==> src/rtl/mioc_pkg.sv <==
// rtl/mioc_pkg.sv - shared encodings for the MIOC Z80 bus-cycle generator
package mioc_pkg;

   typedef enum logic [2:0] {
      CMD_FETCH = 3'd0,
      CMD_MEMRD = 3'd1,
      CMD_MEMWR = 3'd2,
      CMD_IORD  = 3'd3,
      CMD_IOWR  = 3'd4
   } cmd_type_e;

   typedef enum logic [2:0] {
      ST_IDLE, ST_T1, ST_T2, ST_TW, ST_T3, ST_T4, ST_HOLD
   } bus_state_e;

   typedef struct packed {
      logic bmreq_n;
      logic iorq_n;
      logic brd_n;
      logic n_bwr;
      logic bm1_n;
      logic brfsh_n;
   } strobes_t;

   localparam strobes_t STROBES_IDLE = 6'b11_1111;
   localparam logic     BUSAK_IDLE   = 1'b1;

   function automatic logic is_mem(input logic [2:0] t);
      return (t == CMD_FETCH) || (t == CMD_MEMRD) || (t == CMD_MEMWR);
   endfunction

   function automatic logic is_io(input logic [2:0] t);
      return (t == CMD_IORD) || (t == CMD_IOWR);
   endfunction

   function automatic logic is_read(input logic [2:0] t);
      return (t == CMD_FETCH) || (t == CMD_MEMRD) || (t == CMD_IORD);
   endfunction

   function automatic logic is_write(input logic [2:0] t);
      return (t == CMD_MEMWR) || (t == CMD_IOWR);
   endfunction

   function automatic logic is_reserved(input logic [2:0] t);
      return t > CMD_IOWR;
   endfunction

endpackage

==> src/rtl/mioc_z80bus_gen_if.sv <==
// rtl/mioc_z80bus_gen_if.sv - command/response handshake and buffered Z80 bus bundle
interface mioc_z80bus_gen_if;
   logic        CMD_VALID;
   logic        CMD_READY;
   logic [2:0]  CMD_TYPE;
   logic [15:0] CMD_ADDR;
   logic [7:0]  CMD_WDATA;
   logic        RSP_VALID;
   logic [7:0]  RSP_RDATA;
   logic        RSP_ERR;
   logic [15:0] BA;
   logic [7:0]  BD_IN;
   logic [7:0]  BD_OUT;
   logic        BD_OE;
   logic        BUS_OE;
   logic        BMREQ_N;
   logic        IORQ_N;
   logic        BRD_N;
   logic        N_BWR;
   logic        BM1_N;
   logic        BRFSH_N;
   logic        WAIT_N;
   logic        BUSRQ_N;
   logic        BUSAK_N;

   modport master (
      input  CMD_VALID, CMD_TYPE, CMD_ADDR, CMD_WDATA, BD_IN, WAIT_N, BUSRQ_N,
      output CMD_READY, RSP_VALID, RSP_RDATA, RSP_ERR, BA, BD_OUT, BD_OE, BUS_OE,
             BMREQ_N, IORQ_N, BRD_N, N_BWR, BM1_N, BRFSH_N, BUSAK_N
   );

   modport slave (
      output CMD_VALID, CMD_TYPE, CMD_ADDR, CMD_WDATA, BD_IN, WAIT_N, BUSRQ_N,
      input  CMD_READY, RSP_VALID, RSP_RDATA, RSP_ERR, BA, BD_OUT, BD_OE, BUS_OE,
             BMREQ_N, IORQ_N, BRD_N, N_BWR, BM1_N, BRFSH_N, BUSAK_N
   );
endinterface

==> src/rtl/mioc_wait_ctr.sv <==
// rtl/mioc_wait_ctr.sv - loadable down-counter shared by IO auto-wait and wait timeout
module mioc_wait_ctr (
   input  logic       clk,
   input  logic       rst_n,
   input  logic       load,
   input  logic [7:0] load_val,
   input  logic       dec,
   output logic       zero
);
   logic [7:0] cnt;

   always_ff @(posedge clk or negedge rst_n) begin
      if (!rst_n) begin
         cnt <= '0;
      end else if (load) begin
         cnt <= load_val;
      end else if (dec && (cnt != 8'd0)) begin
         cnt <= cnt - 8'd1;
      end
   end

   assign zero = (cnt == 8'd0);
endmodule

==> src/rtl/mioc_z80bus_gen.sv <==
// rtl/mioc_z80bus_gen.sv - Z80-side bus-cycle initiator driving the buffered MIOC bus
module mioc_z80bus_gen
   import mioc_pkg::*;
#(
   parameter int WAIT_MAX    = 255,
   parameter int IO_AUTOWAIT = 1
) (
   input  logic              B_PHI,
   input  logic              RST_N,
   mioc_z80bus_gen_if.master bus
);
   localparam logic [7:0] WAIT_LOAD = 8'(WAIT_MAX - 1);
   localparam logic [7:0] AUTO_LOAD = 8'(IO_AUTOWAIT - 1);

   bus_state_e  state, state_nxt;
   logic        rel, rel_nxt;
   logic        auto_w, auto_nxt;
   logic [2:0]  c_type;
   logic [15:0] c_addr;
   logic [7:0]  c_wdata, r_reg, fetch_buf, rsp_rdata;
   logic        rsp_valid, rsp_err;
   logic        accept, finish, finish_err, fetch_cap, r_inc;
   logic        ctr_load, ctr_dec, ctr_zero;
   logic [7:0]  ctr_val;
   logic        fetch, mem, io, rd, wr, rsvd;
   strobes_t    stb;
   logic [15:0] ba;
   logic        bd_oe;

   assign fetch = (c_type == CMD_FETCH);
   assign mem   = is_mem(c_type);
   assign io    = is_io(c_type);
   assign rd    = is_read(c_type);
   assign wr    = is_write(c_type);
   assign rsvd  = is_reserved(c_type);

   mioc_wait_ctr u_wait_ctr (
      .clk      (B_PHI),
      .rst_n    (RST_N),
      .load     (ctr_load),
      .load_val (ctr_val),
      .dec      (ctr_dec),
      .zero     (ctr_zero)
   );

   always_ff @(posedge B_PHI or negedge RST_N) begin
      if (!RST_N) begin
         state  <= ST_IDLE;
         rel    <= 1'b0;
         auto_w <= 1'b0;
      end else begin
         state  <= state_nxt;
         rel    <= rel_nxt;
         auto_w <= auto_nxt;
      end
   end

   always_comb begin
      state_nxt  = state;
      rel_nxt    = rel;
      auto_nxt   = auto_w;
      accept     = 1'b0;
      finish     = 1'b0;
      finish_err = 1'b0;
      fetch_cap  = 1'b0;
      r_inc      = 1'b0;
      ctr_load   = 1'b0;
      ctr_dec    = 1'b0;
      ctr_val    = '0;
      case (state)
         ST_IDLE: begin
            if (!bus.BUSRQ_N) begin
               state_nxt = ST_HOLD;
               rel_nxt   = 1'b0;
            end else if (bus.CMD_VALID) begin
               accept    = 1'b1;
               state_nxt = ST_T1;
            end
         end
         ST_T1: begin
            if (rsvd) begin
               finish     = 1'b1;
               finish_err = 1'b1;
            end else begin
               state_nxt = ST_T2;
            end
         end
         ST_T2: begin
            if (io && (IO_AUTOWAIT > 0)) begin
               state_nxt = ST_TW;
               auto_nxt  = 1'b1;
               ctr_load  = 1'b1;
               ctr_val   = AUTO_LOAD;
            end else if (!bus.WAIT_N) begin
               state_nxt = ST_TW;
               auto_nxt  = 1'b0;
               ctr_load  = 1'b1;
               ctr_val   = WAIT_LOAD;
            end else begin
               state_nxt = ST_T3;
               fetch_cap = fetch;
            end
         end
         ST_TW: begin
            // forced IO waits run out first; only then does WAIT_N arm the timeout
            if (auto_w && !ctr_zero) begin
               ctr_dec = 1'b1;
            end else if (!bus.WAIT_N) begin
               if (auto_w) begin
                  auto_nxt = 1'b0;
                  ctr_load = 1'b1;
                  ctr_val  = WAIT_LOAD;
               end else if (ctr_zero) begin
                  finish     = 1'b1;
                  finish_err = 1'b1;
               end else begin
                  ctr_dec = 1'b1;
               end
            end else begin
               state_nxt = ST_T3;
               fetch_cap = fetch;
            end
         end
         ST_T3: begin
            if (fetch) state_nxt = ST_T4;
            else       finish    = 1'b1;
         end
         ST_T4: begin
            finish = 1'b1;
            r_inc  = 1'b1;
         end
         ST_HOLD: begin
            if (rel) begin
               state_nxt = ST_IDLE;
               rel_nxt   = 1'b0;
            end else if (bus.BUSRQ_N) begin
               rel_nxt = 1'b1;
            end
         end
         default: state_nxt = ST_IDLE;
      endcase
      if (finish) begin
         state_nxt = bus.BUSRQ_N ? ST_IDLE : ST_HOLD;
         rel_nxt   = 1'b0;
      end

      stb   = STROBES_IDLE;
      ba    = '0;
      bd_oe = 1'b0;
      case (state)
         ST_T1: begin
            stb.bm1_n = ~fetch;
            ba        = rsvd ? 16'h0000 : c_addr;
            bd_oe     = wr;
         end
         ST_T2, ST_TW: begin
            stb.bm1_n   = ~fetch;
            stb.bmreq_n = ~mem;
            stb.iorq_n  = ~io;
            stb.brd_n   = ~rd;
            stb.n_bwr   = ~wr;
            ba          = c_addr;
            bd_oe       = wr;
         end
         ST_T3: begin
            stb.bmreq_n = ~mem;
            stb.iorq_n  = ~io;
            stb.brd_n   = ~(rd & ~fetch);
            stb.n_bwr   = ~wr;
            stb.brfsh_n = ~fetch;
            ba          = fetch ? {8'h00, r_reg} : c_addr;
            bd_oe       = wr;
         end
         ST_T4: begin
            stb.brfsh_n = 1'b0;
            ba          = {8'h00, r_reg};
         end
         default: ;
      endcase
   end

   always_ff @(posedge B_PHI or negedge RST_N) begin
      if (!RST_N) begin
         c_type    <= '0;
         c_addr    <= '0;
         c_wdata   <= '0;
         r_reg     <= '0;
         fetch_buf <= '0;
         rsp_valid <= 1'b0;
         rsp_err   <= 1'b0;
         rsp_rdata <= '0;
      end else begin
         if (accept) begin
            c_type  <= bus.CMD_TYPE;
            c_addr  <= bus.CMD_ADDR;
            c_wdata <= bus.CMD_WDATA;
         end
         if (fetch_cap) fetch_buf <= bus.BD_IN;
         if (r_inc)     r_reg     <= {r_reg[7], r_reg[6:0] + 7'd1};
         rsp_valid <= finish;
         rsp_err   <= finish_err;
         // fetch data was latched entering T3; it is published with the response
         if (finish && !finish_err && rd) rsp_rdata <= fetch ? fetch_buf : bus.BD_IN;
      end
   end

   assign bus.CMD_READY = (state == ST_IDLE) && bus.BUSRQ_N;
   assign bus.RSP_VALID = rsp_valid;
   assign bus.RSP_RDATA = rsp_rdata;
   assign bus.RSP_ERR   = rsp_err;
   assign bus.BA        = ba;
   assign bus.BD_OE     = bd_oe;
   assign bus.BD_OUT    = bd_oe ? c_wdata : 8'h00;
   assign bus.BUS_OE    = (state != ST_HOLD);
   assign bus.BUSAK_N   = (state == ST_HOLD && !rel) ? 1'b0 : BUSAK_IDLE;
   assign bus.BMREQ_N   = stb.bmreq_n;
   assign bus.IORQ_N    = stb.iorq_n;
   assign bus.BRD_N     = stb.brd_n;
   assign bus.N_BWR     = stb.n_bwr;
   assign bus.BM1_N     = stb.bm1_n;
   assign bus.BRFSH_N   = stb.brfsh_n;
endmodule

==> src/flat_wrapper.sv <==
// flat-port wrapper written by rule: the top's interface ports become plain ports
module mioc_z80bus_gen_flat import mioc_pkg::*;
#(
   parameter int WAIT_MAX    = 255,
   parameter int IO_AUTOWAIT = 1
)
  (B_PHI, RST_N, bus_CMD_VALID, bus_CMD_TYPE, bus_CMD_ADDR, bus_CMD_WDATA, bus_BD_IN, bus_WAIT_N, bus_BUSRQ_N, bus_CMD_READY, bus_RSP_VALID, bus_RSP_RDATA, bus_RSP_ERR, bus_BA, bus_BD_OUT, bus_BD_OE, bus_BUS_OE, bus_BMREQ_N, bus_IORQ_N, bus_BRD_N, bus_N_BWR, bus_BM1_N, bus_BRFSH_N, bus_BUSAK_N);
  mioc_z80bus_gen_if bus_i ();
  input  logic B_PHI;
  input  logic RST_N;
  input wire logic [$bits(bus_i.CMD_VALID)-1:0] bus_CMD_VALID;
  input wire logic [$bits(bus_i.CMD_TYPE)-1:0] bus_CMD_TYPE;
  input wire logic [$bits(bus_i.CMD_ADDR)-1:0] bus_CMD_ADDR;
  input wire logic [$bits(bus_i.CMD_WDATA)-1:0] bus_CMD_WDATA;
  input wire logic [$bits(bus_i.BD_IN)-1:0] bus_BD_IN;
  input wire logic [$bits(bus_i.WAIT_N)-1:0] bus_WAIT_N;
  input wire logic [$bits(bus_i.BUSRQ_N)-1:0] bus_BUSRQ_N;
  output wire logic [$bits(bus_i.CMD_READY)-1:0] bus_CMD_READY;
  output wire logic [$bits(bus_i.RSP_VALID)-1:0] bus_RSP_VALID;
  output wire logic [$bits(bus_i.RSP_RDATA)-1:0] bus_RSP_RDATA;
  output wire logic [$bits(bus_i.RSP_ERR)-1:0] bus_RSP_ERR;
  output wire logic [$bits(bus_i.BA)-1:0] bus_BA;
  output wire logic [$bits(bus_i.BD_OUT)-1:0] bus_BD_OUT;
  output wire logic [$bits(bus_i.BD_OE)-1:0] bus_BD_OE;
  output wire logic [$bits(bus_i.BUS_OE)-1:0] bus_BUS_OE;
  output wire logic [$bits(bus_i.BMREQ_N)-1:0] bus_BMREQ_N;
  output wire logic [$bits(bus_i.IORQ_N)-1:0] bus_IORQ_N;
  output wire logic [$bits(bus_i.BRD_N)-1:0] bus_BRD_N;
  output wire logic [$bits(bus_i.N_BWR)-1:0] bus_N_BWR;
  output wire logic [$bits(bus_i.BM1_N)-1:0] bus_BM1_N;
  output wire logic [$bits(bus_i.BRFSH_N)-1:0] bus_BRFSH_N;
  output wire logic [$bits(bus_i.BUSAK_N)-1:0] bus_BUSAK_N;
  assign bus_i.CMD_VALID = bus_CMD_VALID;
  assign bus_i.CMD_TYPE = bus_CMD_TYPE;
  assign bus_i.CMD_ADDR = bus_CMD_ADDR;
  assign bus_i.CMD_WDATA = bus_CMD_WDATA;
  assign bus_i.BD_IN = bus_BD_IN;
  assign bus_i.WAIT_N = bus_WAIT_N;
  assign bus_i.BUSRQ_N = bus_BUSRQ_N;
  assign bus_CMD_READY = bus_i.CMD_READY;
  assign bus_RSP_VALID = bus_i.RSP_VALID;
  assign bus_RSP_RDATA = bus_i.RSP_RDATA;
  assign bus_RSP_ERR = bus_i.RSP_ERR;
  assign bus_BA = bus_i.BA;
  assign bus_BD_OUT = bus_i.BD_OUT;
  assign bus_BD_OE = bus_i.BD_OE;
  assign bus_BUS_OE = bus_i.BUS_OE;
  assign bus_BMREQ_N = bus_i.BMREQ_N;
  assign bus_IORQ_N = bus_i.IORQ_N;
  assign bus_BRD_N = bus_i.BRD_N;
  assign bus_N_BWR = bus_i.N_BWR;
  assign bus_BM1_N = bus_i.BM1_N;
  assign bus_BRFSH_N = bus_i.BRFSH_N;
  assign bus_BUSAK_N = bus_i.BUSAK_N;
  mioc_z80bus_gen #(.WAIT_MAX(WAIT_MAX), .IO_AUTOWAIT(IO_AUTOWAIT)) u_core (.B_PHI(B_PHI), .RST_N(RST_N), .bus(bus_i));
endmodule
==> config.mk <==
export PLATFORM = sky130hd
export DESIGN_NAME = mioc_z80bus_gen_flat
export DESIGN_NICKNAME = d
export VERILOG_FILES = /design/src/rtl/mioc_pkg.sv /design/src/rtl/mioc_z80bus_gen_if.sv /design/src/rtl/mioc_wait_ctr.sv /design/src/rtl/mioc_z80bus_gen.sv /design/src/flat_wrapper.sv
export SDC_FILE = /design/constraint.sdc
export NUM_CORES = 1
export LEC_CHECK = 0
export BUFFER_PORTS_ARGS = -buffer_cell sky130_fd_sc_hd__buf_4
export CORE_MARGIN = 2
export CORE_UTILIZATION = 28
export CTS_CLUSTER_SIZE = 16
export DETAILED_ROUTE_END_ITERATION = 6
export GPL_TIMING_DRIVEN = 0
export SLEW_MARGIN = 10
export SYNTH_ARGS = -nofsm -noshare
export SYNTH_HDL_FRONTEND = slang
export SYNTH_SLANG_ARGS = --single-unit
==> constraint.sdc <==
create_clock -name B_PHI -period 7.3 [get_ports B_PHI]
set_clock_uncertainty 0.15 [all_clocks]
set_input_delay 1.825 -clock B_PHI [delete_from_list [all_inputs] [get_ports B_PHI]]
set_output_delay 1.825 -clock B_PHI [all_outputs]
set_load 0.03 [all_outputs]
==> results.toml, run 1 <==
[synth]
syn_area_per_cell_um2 = 10.93
ys_async_sr_fraction = 1.000
syn_area_mm2 = 0.003322
synth_seq_cells = 65
synth_flop_cell = "dfrtp_1"
ys_types = 50
ys_seq_area_frac = 0.4896
synthesis.nets = 346
synth_edf_count = 0
yosys_warnings = 0
synthCells = 304

[critical_path]
cpMostUsedCell = "clkbuf_1"
worst-setup-path-type = "flop to primary output"
cp_cell_sequence = "clkbuf_1 -> clkbuf_1 -> nand2_1 -> a21oi_1 -> clkbuf_1 -> a22o_1 -> buf_4"
critPathRequiredTime_ns = 5.33
cp.buffers_inverters = 4
crit_fanout = 10
max_stage_delay_ns = 0.58
endpoint_kind = "primary output"
slowest_stage = "a21oi_1"
cp_data_arrival_time_ns = 2.84
startpoint_type = "flop"
cpLargestDelayFamily = "buffers and inverters"

[route]
first_pass_iters = 7
routed_wl_mm = 8.406
drt_iter0_drc = 136
drc = 6
ant_nets = 0
avgViaCountPerCell = 4.958
post_drt_wl_per_cell_um = 15.40
num_vias = 2707

[cells_and_area]
fin_nets = 440
largest-register = "u_core.c_addr"
fill_cells = 1163
area_delta_synth_final_pct = 33.86
antennaDiodeCount = 0
multi_input_area_mm2 = 0.001598
largest_reg_flops = 16
regArea_mm2 = 0.001627
final_common_cell = "buf_4"
layout_common_cells = "buf_4 (83), dfrtp_1 (65), mux2_2 (36)"
stdcell_area_mm2 = 0.004447
layout-drive-gt1-share = 0.3747

[cts]
clock_sinks = 65
htree_levels = 3
cts_buffer_depth = 2
numCtsBuffers = 9
cts_tree = "built"
clock_latency_ns = 0.33
clockRootBuffer = "clkbuf_16"
cts_resized = 0
hold_buffers = 0
postCtsSetupBuffers = 0
clk_pin_slew_ns = 0.06

[sta]
timing.hold.ws_ns = 0.3287
period_share = 0.6596
setup_tns_ns = 0
fmax_mhz = 207.7
min_period_ns = 4.815
rsz0062_at_grt = "no"
finalSetupViolations = 0
relSlewSlack = 0.3469
maxSlewViolCount = 0
worstMarginPinSlew_ns = 0.9787
hold_viol = 0

[die]
die_w_um = 112.9
pin_count = 84
die_h_um = 112.9
rows = 39
initial_core_util = 0.2885
core-area_mm2 = 0.01152
die_area_mm2 = 0.01275

[placement]
numPortBuffers = 83
dp_hpwl_mm = 5.942
dpl-instance-area_mm2 = 0.004124
place_congestion = 0.8784

[outcome]
status = "finished with violations"
violations = "DRC"

[flow_run]
drv_cap = 0

[grt]
grt_max_degree = 66
grt_usage = 0.1376
antenna_found_initial = 0
grt_pass1_vias = 2828
grt_pass1_wl_mm = 13.83
grt-ovfl-total = 0

[power_and_ir_drop]
power.total_uw = 2285
leakage_uw = 0.002043
peakVddDrop_uv = 245.3
p_per_area_mw_per_mm2 = 513.9

[hold_path]
hold_path.class = "flop to flop"
[cell families after synthesis]
| group | Yosys count | synth area share |
|---|---|---|
| AND/OR/NAND/NOR | 98 | 0.1661 |
| flip-flops | 65 | 0.4896 |
| AO/OA/AOI/OAI | 64 | 0.1401 |
| multiplexers | 44 | 0.1461 |
| buffers and inverters | 23 | 0.02938 |
| XOR/XNOR | 8 | 0.02109 |
| adder cells (fa/ha/maj) | 2 | 0.007532 |
[metal layers]
| layer | part of all wire | up-vias | wire (um) | track usage |
|---|---|---|---|---|
| met3 | 0.049 | 15 | 410 | 0.04285 |
| met4 | 0.017 | 0 | 143 | 0.05122 |
| li1 | - | 1284 | - | - |
| met5 | 0 | - | 0 | 0 |
| met1 | 0.45 | 1332 | 3767 | 0.1719 |
| met2 | 0.49 | 76 | 4084 | 0.2249 |
[synthesized netlist by cell type (3+ instances only)]
master | instances | area share
dfrtp_1 | 65 | 0.49
o22a_2 | 6 | 0.018
a31oi_1 | 7 | 0.013
o22a_1 | 7 | 0.018
xnor2_1 | 4 | 0.011
clkbuf_1 | 12 | 0.014
xor2_1 | 4 | 0.011
and2_1 | 17 | 0.032
inv_1 | 7 | 0.0079
nor3_1 | 3 | 0.0045
nand3_1 | 8 | 0.012
nor2b_1 | 4 | 0.0075
o21bai_1 | 3 | 0.0068
mux2_2 | 36 | 0.12
nand2_1 | 25 | 0.028
buf_2 | 3 | 0.0045
or3_1 | 3 | 0.0057
nand3b_1 | 3 | 0.0068
a21oi_1 | 12 | 0.018
nand2b_1 | 3 | 0.0057
nor2_1 | 11 | 0.012
o21ai_0 | 12 | 0.018
or2_2 | 3 | 0.0057
a22o_1 | 7 | 0.018
mux2i_1 | 8 | 0.024
[where the power goes]
group / switching (uW) / leakage [uW] / internal [uW]
clock network: 157 / 0.000153 / 309
logic: 696 / 0.00108 / 497
registers: 98.7 / 0.000806 / 527
total: 952 / 0.00204 / 1330
[final cells by class]
| type | instances | area share |
|---|---|---|
| flip-flops and latches | 65 | 0.3658 |
| clock buffers | 12 | 0.05543 |
| inverters | 7 | 0.005909 |
| repair buffers | 83 | 0.1401 |
| plain buffers | 16 | 0.01604 |
| clock inverters | 4 | 0.01716 |
| multi-input cells | 216 | 0.3593 |
| well taps | 143 | 0.04024 |
[stage by stage]
stage / utilization / instances / setup WS [ns]
4_1_cts: 0.3861 / 546 / 2.489
2_1_floorplan: - / 304 / 3.059
5_1_grt: 0.3861 / 546 / 2.273
3_5_place_dp: 0.3581 / 530 / 2.863
6_report: 0.3861 / 546 / 2.485
3_3_place_gp: 0.3581 / 530 / 2.822
[path summary, 6_finish.rpt]
path / start / to / slack, ns / cells after the start
min: u_core.r_reg[6]$_DFFE_PN0N_ / u_core.r_reg[6]$_DFFE_PN0N_ / 0.33 / 1
max reg2reg: u_core.u_wait_ctr.cnt[0]$_DFFE_PN0P_ / u_core.fetch_buf[5]$_DFFE_PN0P_ / 4.49 / 7
min in group asynchronous: RST_N / u_core.bus.RSP_VALID$_DFF_PN0_ / 1.44 / 1
max in group asynchronous: RST_N / u_core.state[1]$_DFFE_PN0P_ / 4.97 / 1
min reg2reg: u_core.r_reg[6]$_DFFE_PN0N_ / u_core.r_reg[6]$_DFFE_PN0N_ / 0.33 / 1
max: u_core.state[0]$_DFFE_PN0P_ / bus_BA[6] / 2.48 / 7
(Power assumes the default switching activity.)
==> run 2: changes to the inputs <==
--- a/config.mk
+++ b/config.mk
@@ -5,6 +5,7 @@
 export SDC_FILE = /design/constraint.sdc
 export NUM_CORES = 1
 export LEC_CHECK = 0
+export ABC_AREA = 1
 export BUFFER_PORTS_ARGS = -buffer_cell sky130_fd_sc_hd__buf_4
 export CORE_MARGIN = 2
 export CORE_UTILIZATION = 28
==> constraint.sdc (replaced) <==
create_clock -name B_PHI -period 4.4 [get_ports B_PHI]
set_clock_uncertainty 0.15 [all_clocks]
set_input_delay 1.1 -clock B_PHI [delete_from_list [all_inputs] [get_ports B_PHI]]
set_output_delay 1.1 -clock B_PHI [all_outputs]
set_load 0.03 [all_outputs]
==> run 2 against run 1 <==
Against the previous run: the flow now finishes without violations; clock power is 55% higher; non-clock buffer count shrank 5; via count grew 14%; final cell count grew 25%; synthesized area grew 3.6%; sequential share of layout area shrank 0.84 points; critical path depth grew 2; clock-buffer cell count down 3; final area is 2.4% higher.
==> results.toml, run 2 <==
[sta]
hold_viol = 0
fmax_mhz = 293.6
period_share = 0.7740
worstMarginPinSlew_ns = 0.8305
maxSlewViolCount = 0
relSlewSlack = 0.4464
min_period_ns = 3.405
rsz0062_at_grt = "no"
setup_tns_ns = 0
finalSetupViolations = 0

[hold_path]
hold_path.class = "flop to flop"

[critical_path]
startpoint_type = "flop"
critPathRequiredTime_ns = 3.15
cpMostUsedCell = "buf_4"
worst-setup-path-type = "flop to primary output"
max_stage_delay_ns = 0.40
cp_cell_sequence = "inv_1 -> nand2_1 -> buf_4 -> nand2_4 -> nand2_1 -> a21oi_4 -> buf_4 -> o22ai_1 -> buf_4"
cp_data_arrival_time_ns = 2.16
endpoint_kind = "primary output"
crit_fanout = 10
slowest_stage = "dfrtp_1"

[synth]
synth_top_cell_by_area = "dfrtp_1"
synth_seq_cells = 65
synth_flop_cell = "dfrtp_1"
yosys_warnings = 0
ys_async_sr_fraction = 1.000
ys_types = 34
ys_seq_area_frac = 0.4726
synth_area_leaders = "dfrtp_1 (47%), nand2_1 (10%), nor2_1 (7.7%), inv_1 (6.9%), a21oi_1 (4.1%)"
synthCells = 434
synthesis.nets = 476
ys_top_cells_by_count = "nand2_1 (93), nor2_1 (71), dfrtp_1 (65)"
syn_area_mm2 = 0.003442
synth.most_common_cell = "nand2_1"
synth_top_area_share = 0.4726
synth_edf_count = 0
syn_area_per_cell_um2 = 7.931

[route]
post_drt_wl_per_cell_um = 12.70
drc = 0
num_vias = 3093
avgViaCountPerCell = 4.549
first_pass_iters = 4
ant_nets = 0
routed_wl_mm = 8.634
drt_iter0_drc = 129

[grt]
grt-ovfl-total = 0
antenna_found_initial = 0
grt_usage = 0.1417
grt_pass1_vias = 3084
grt_max_degree = 66
grt_pass1_wl_mm = 14.61

[power_and_ir_drop]
peakVddDrop_uv = 346.7
internal_power_uw = 1951
p_seq_frac = 0.267
leakage_uw = 0.002402
p_clk_frac = 0.200
p_switching_uw = 1667
pwr-share-comb = 0.533
p_per_area_mw_per_mm2 = 794.7
sw_frac_of_total = 0.4608
power.total_uw = 3617

[cts]
clockRootBuffer = "clkbuf_16"
cts_buffer_depth = 2
numCtsBuffers = 9
clock_latency_ns = 0.34
hold_buffers = 0
cts_tree = "built"
cts_resized = 0
postCtsSetupBuffers = 0
clk_pin_slew_ns = 0.06
htree_levels = 3
clock_sinks = 65

[flow_run]
drv_cap = 0

[placement]
dp_hpwl_mm = 6.400
numPortBuffers = 83
place_congestion = 0.8948

[cells_and_area]
layout_common_cells = "nand2_1 (93), buf_4 (88), nor2_1 (71)"
largest-register = "u_core.c_addr"
regArea_mm2 = 0.001627
fin_nets = 570
largest_reg_flops = 16
layout-drive-gt1-share = 0.2608
final_common_cell = "nand2_1"
area_delta_synth_final_pct = 32.24
fill_cells = 1259
multi_input_area_mm2 = 0.001478
antennaDiodeCount = 0

[outcome]
status = "complete, no violations"

[die]
die_area_mm2 = 0.01320
core-area_mm2 = 0.01201
pin_count = 84
die_h_um = 114.9
rows = 40
die_w_um = 114.9
initial_core_util = 0.2866
run 2: cell count changes in the layout (fill, tap and decap cells not counted), moves of 6 or more:
cell,previous run,this run
o22a_2,6,0
a22o_1,7,1
o22a_1,7,0
nor2_1,11,71
inv_1,7,63
nand2_1,25,93
mux2i_1,8,0
nor2_4,0,6
mux2_2,36,1
o21ai_1,0,6
a21oi_1,12,28
clkbuf_1,14,0
nand3_1,8,19
and2_1,17,0
run 2: path summary, 6_finish.rpt:
path	to	from	cells after the start	slack (ns)
setup reg to reg	u_core.fetch_buf[2]$_DFFE_PN0P_	u_core.u_wait_ctr.cnt[0]$_DFFE_PN0P_	10	2.39
max in group asynchronous	u_core.c_addr[1]$_DFFE_PN0P_	RST_N	1	2.83
setup / recovery	bus_BA[6]	u_core.c_type[2]$_DFFE_PN0P_	9	0.99
hold / removal	u_core.u_wait_ctr.cnt[7]$_DFFE_PN0P_	u_core.u_wait_ctr.cnt[7]$_DFFE_PN0P_	2	0.33
min in group asynchronous	u_core.bus.RSP_RDATA[7]$_DFFE_PN0P_	RST_N	1	0.71
hold reg to reg	u_core.u_wait_ctr.cnt[7]$_DFFE_PN0P_	u_core.u_wait_ctr.cnt[7]$_DFFE_PN0P_	2	0.33
run 2: final cells by class:
class / count / share of cell area
clock buffer: 9 / 0.04948
tap: 147 / 0.04041
clock inverter: 7 / 0.01704
timing repair buffer: 83 / 0.1369
inverter: 67 / 0.05525
multi-input combinational: 291 / 0.3246
sequential: 65 / 0.3573
buffer: 11 / 0.01897
run 2: logic make-up after synthesis:
group,count (synthesis),synth area share
compound gates,70,0.1214
xor+xnor,11,0.02799
fa+ha+maj,2,0.007269
buf+inv,78,0.09814
flops,65,0.4726
mux,1,0.003271
simple gates,207,0.2694
run 2: per-stage QoR:
stage | instances | instance area [um2] | utilization | hold slack [ns] | worst slack (ns)
floorplan | 434 | 3442 | - | 0.2989 | 1.423
global placement | 664 | 4249 | 0.3538 | 0.3156 | 1.336
detailed placement | 664 | 4249 | 0.3538 | 0.3194 | 1.341
CTS | 680 | 4552 | 0.3790 | 0.3315 | 0.9668
global route | 680 | 4552 | 0.3790 | 0.3545 | 0.8383
finish | 680 | 4552 | 0.3790 | 0.3294 | 0.9946
run 2: power by group through the flow:
| stage | sequential, uW | combinational, uW | clock, uW |
|---|---|---|---|
| after floorplan | 1020 | 1290 | 0 |
| after global placement | 967 | 1910 | 0 |
| after detailed placement | 975 | 1930 | 0 |
| after CTS | 967 | 1940 | 745 |
| after global routing | 996 | 2130 | 777 |
| final | 967 | 1930 | 724 |
run 2: worst max-delay path: cells and delay by family (launching register included):
kind / cells / cell delay (ns)
AND/OR/NAND/NOR: 3 / 0.33
flip-flops: 1 / 0.40
AO/OA/AOI/OAI: 2 / 0.32
buffers and inverters: 4 / 0.77
run 2: routing by layer:
metal / vias up / track usage / part of all wire
met5: - / 0 / 0
met2: 67 / 0.2267 / 0.48
met3: 5 / 0.04375 / 0.047
met4: 0 / 0.04578 / 0.012
li1: 1549 / - / -
met1: 1472 / 0.1835 / 0.47
